<file path="src/rtl/lfsr_prng_param.sv">
// Parameterised Fibonacci-style LFSR pseudo-random generator.
// Each advance applies STEPS single shifts combinationally within one clock.
// A single shift XORs the tapped state bits, shifts left and puts the result in bit 0.
// Zero seeds are replaced by SEED_DEFAULT so the state can never lock up at zero.
//
// Parameters:
//   WIDTH        - state width, 3..32
//   TAPS         - feedback mask; bit i set means state bit i feeds the XOR
//   STEPS        - shifts per advance, 1..WIDTH
//   SEED_DEFAULT - reset state and zero-seed substitute (nonzero)
// Ports:
//   clock     - rising-edge clock
//   reset     - asynchronous active-low reset
//   enable    - advance the state by STEPS shifts this cycle
//   load      - load seed this cycle (has priority over enable)
//   seed      - value loaded when load is high
//   out       - current LFSR state, taken straight from the register
//   out_valid - one-cycle pulse after any load or advance
//   wrap      - one-cycle pulse after an advance that lands on the start value
//   lockup    - one-cycle pulse after a zero seed was replaced
module lfsr_prng_param #(
  parameter int unsigned      WIDTH        = 11,
  parameter logic [WIDTH-1:0] TAPS         = WIDTH'(11'h440),
  parameter int unsigned      STEPS        = 1,
  parameter logic [WIDTH-1:0] SEED_DEFAULT = WIDTH'(1)
) (
  input  logic             clock,
  input  logic             reset,
  input  logic             enable,
  input  logic             load,
  input  logic [WIDTH-1:0] seed,
  output logic [WIDTH-1:0] out,
  output logic             out_valid,
  output logic             wrap,
  output logic             lockup
);

  logic [WIDTH-1:0] start;
  logic [WIDTH-1:0] adv_c;
  logic [WIDTH-1:0] load_val_c;
  logic             seed_zero_c;

  // One shift: parity of tapped bits enters at bit 0, MSB falls off.
  function automatic logic [WIDTH-1:0] shift_once(input logic [WIDTH-1:0] s);
    return {s[WIDTH-2:0], ^(s & TAPS)};
  endfunction

  // Unrolled chain of STEPS shifts from the current state.
  always_comb begin
    adv_c = out;
    for (int unsigned i = 0; i < STEPS; i++) begin
      adv_c = shift_once(adv_c);
    end
  end

  // Zero seed would freeze the LFSR, so substitute the default.
  always_comb begin
    seed_zero_c = (seed == '0);
    load_val_c  = seed_zero_c ? SEED_DEFAULT : seed;
  end

  // State, start value and one-cycle status flags.
  always_ff @(posedge clock or negedge reset) begin
    if (!reset) begin
      out       <= SEED_DEFAULT;
      start     <= SEED_DEFAULT;
      out_valid <= 1'b0;
      wrap      <= 1'b0;
      lockup    <= 1'b0;
    end else begin
      out_valid <= load | enable;
      wrap      <= !load && enable && (adv_c == start);
      lockup    <= load && seed_zero_c;
      if (load) begin
        out   <= load_val_c;
        start <= load_val_c;
      end else if (enable) begin
        out <= adv_c;
      end
    end
  end

endmodule
</file>
<file path="config.mk">
export PLATFORM = sky130hd
export DESIGN_NAME = lfsr_prng_param
export DESIGN_NICKNAME = d
export VERILOG_FILES = /design/src/rtl/lfsr_prng_param.sv
export SDC_FILE = /design/constraint.sdc
export NUM_CORES = 1
export LEC_CHECK = 0
export CAP_MARGIN = 10
export CORE_MARGIN = 5
export CORE_UTILIZATION = 30
export DETAILED_ROUTE_END_ITERATION = 16
export PLACE_DENSITY = 0.57
export RECOVER_POWER = 50
export SLEW_MARGIN = 10
export SYNTH_ARGS = -nofsm -noshare
export SYNTH_HDL_FRONTEND = slang
export SYNTH_SLANG_ARGS = --single-unit
</file>
<file path="constraint.sdc">
create_clock -name clock -period 2 [get_ports clock]
set_clock_uncertainty 0.15 [all_clocks]
set_input_delay 0.5 -clock clock [delete_from_list [all_inputs] [get_ports clock]]
set_output_delay 0.5 -clock clock [all_outputs]
set_load 0.005 [all_outputs]
</file>
==> run metrics <==
initial antenna violation count=0; DP Cell Count=185; I/O pin count=29; CP Capture Type=output port; placed cell areas=1514 um2; clock transition at the registers of the reported paths=0.09 ns; Chip Height=72.15 um; Max-Cap Viols=0; post-DR wirelength/cell=13.81 um; critical path class=flop to output port; Final #Nets=158; Port-buffer cells=28; slowest cell delay on critical path=0.54 ns; area occupied by multi-input gates=466.7 um2; Die Area=5205 um2; Max VDD drop=0.2492 mV; period utilisation layout=95.50%; area leader, netlist=dfrtp_1; share of layout cells above drive strength 1=11.27%; CTS Buffer Depth=2; Sequential Area=628.1 um2; PwrDens=725.9 nW/um2; worst-margin pin slew=0.6306 ns; area share of the largest cell type after synthesis=49.68%; WL final=roughly 2.6 mm; worst path cell trace=clkdlybuf4s50_1; PnR worst setup slack=0.08992 ns; CTS tree=built; required time worst endpoint=between 1 and 1.5 ns; Seq/Total Area, Yosys=54.21%; post-synthesis cell area=1159 um2; starting density of the core=a little under a third; GR Util All Layers=between 10 and 15%; Unique masters post-synth=23; most common cell after layout, fill and taps aside=clkdlybuf4s50_1; max-slew violation count=0; Die Wd=72.15 um; DRT iter0 DRCs=23; worst-path fanout max=5; mean cell area of the mapped netlist=between 10 and 15 um2; area added between synthesis and finish=34.45%; Antenna Nets Post-Route=0; largest net degree at the start of global routing=26; Final Non-Filler Cells=190; Leakage=0.6766 nW; Synth Register Bits=25; vias per cell=about 4.6; DR pass1 iterations=3; H-Tree Depth=1; first-pass GRT wire length=4.623 mm; hold buffer count at CTS=0; Mapped Cells=108; worst skew pair latency=0.26 ns; Peak Freq=523.5 MHz; Vias=867; Post-Syn Nets=123; grt ovf=0; critical path's top delay family=buffers and inverters; dpl ws=0.1354 ns; Rel. slew slack=57.96%; core area=3689 um2; root cell of the clock tree=clkbuf_8; post-layout min period=about 1.9 ns; Fin. Hold Viols=0; Worst Path Buf+Inv=1; Fin Setup TNS=0 ns; unrepaired setup endpoints after global routing=false; clk sinks=25; crit path launch type=flop; Worst Hold Class=flop to flop; Fill cells=a little under 400; Worst EP arrival=1.26 ns; number of remaining DRC errors=0; Final Setup Violations=0; Placer Congestion=~0.77; critical path's slowest cell=clkdlybuf4s50_1; TritonCTS buffer count=3; Syn. warnings=0; dpl hpwl=2.080 mm; status=complete, no violations; Final Instance Area=1558 um2; Synth area leaders=dfrtp_1 50%, mux2i_1 9.5%, xnor2_1 6.8%; ANT cells=0; # rows=22; most frequent cells in the layout=25 x clkdlybuf4s50_1, 23 x dfrtp_1, 12 x o21ai_0; vias in the first global route=933; hold slack=0.3502 ns
## power by group
part,switching (W),total [W],internal (W)
Combinational,0.000103,0.000239,0.000136
Sequential,0.0000463,0.000600,0.000553
Clock,0.000153,0.000292,0.000139
Total,0.000302,0.00113,0.000828
## flip-flops by register name, indices dropped and copies added, names as in the netlist
signal     count
wrap           1
out           11
lockup         1
out_valid      1
start         11
## layout make-up
cell class,instances,area share [%]
Sequential cell,25,40.32
Clock inverter,1,0.3213
Timing Repair Buffer,34,20.24
Multi-Input combinational cell,68,29.96
Inverter,11,2.651
Tap cell,48,3.855
Clock buffer,3,2.651
## layer usage
layer  track usage [%]  part of all wire (%)  vias to the layer above
met5                 0                     0                        -
met2             17.39                    46                       19
met1             15.78                    50                      418
li1                  -                     -                      428
met3             2.216                   3.7                        2
met4             3.132                  0.69                        0
## timing repair
| item | 4_1_cts | 5_1_grt |
|---|---|---|
| endpoints found under the setup margin | 1 | 1 |
| setup buffers | 1 | 0 |
| resized for setup | 0 | 1 |
## worst paths after layout
kind	end	slack [ns]	from	cells after the start
worst max-delay path	out[6]	0.09	out[6]$_DFFE_PN0P_	1
worst min-delay path	start[0]$_DFFE_PN1P_	0.35	start[0]$_DFFE_PN1P_	2
worst max register to register	wrap$_DFF_PN0_	0.61	out[0]$_DFFE_PN1P_	4
worst min register to register	start[0]$_DFFE_PN1P_	0.35	start[0]$_DFFE_PN1P_	2
max in group asynchronous	out[5]$_DFFE_PN0P_	0.66	reset	2
min in group asynchronous	start[6]$_DFFE_PN0P_	0.62	reset	2
## cell usage after synthesis (all sizes together)
master,count
dfrtp,23
nand4,2
nor3,1
nor2,3
a311oi,1
mux2i,11
or2,1
nor4,3
inv,11
a21oi,1
o21ai,20
buf,3
clkbuf,1
xnor2,10
nand3,2
dfstp,2
nand2,10
xor2,2
nor2b,1
## stage by stage
| step | total power [W] | util (%) |
|---|---|---|
| floorplan | 0.0007182 | - |
| global route | 0.001199 | 42.23 |
| finish | 0.001131 | 42.23 |
| detailed placement | 0.0008531 | 41.04 |
| CTS | 0.001153 | 42.50 |
| global placement | 0.0008511 | 41.04 |
## logic make-up (layout without fill, tap and decap cells)
family,Yosys count,after routing,synth area share (%)
buffers and inverters,15,49,5.507
flip-flops,25,25,54.21
multiplexers,11,11,9.504
AND/OR/NAND/NOR,23,23,10.37
XOR/XNOR,12,12,9.720
AO/OA/AOI/OAI,22,22,10.69
Power figures use the tool's default switching activity.
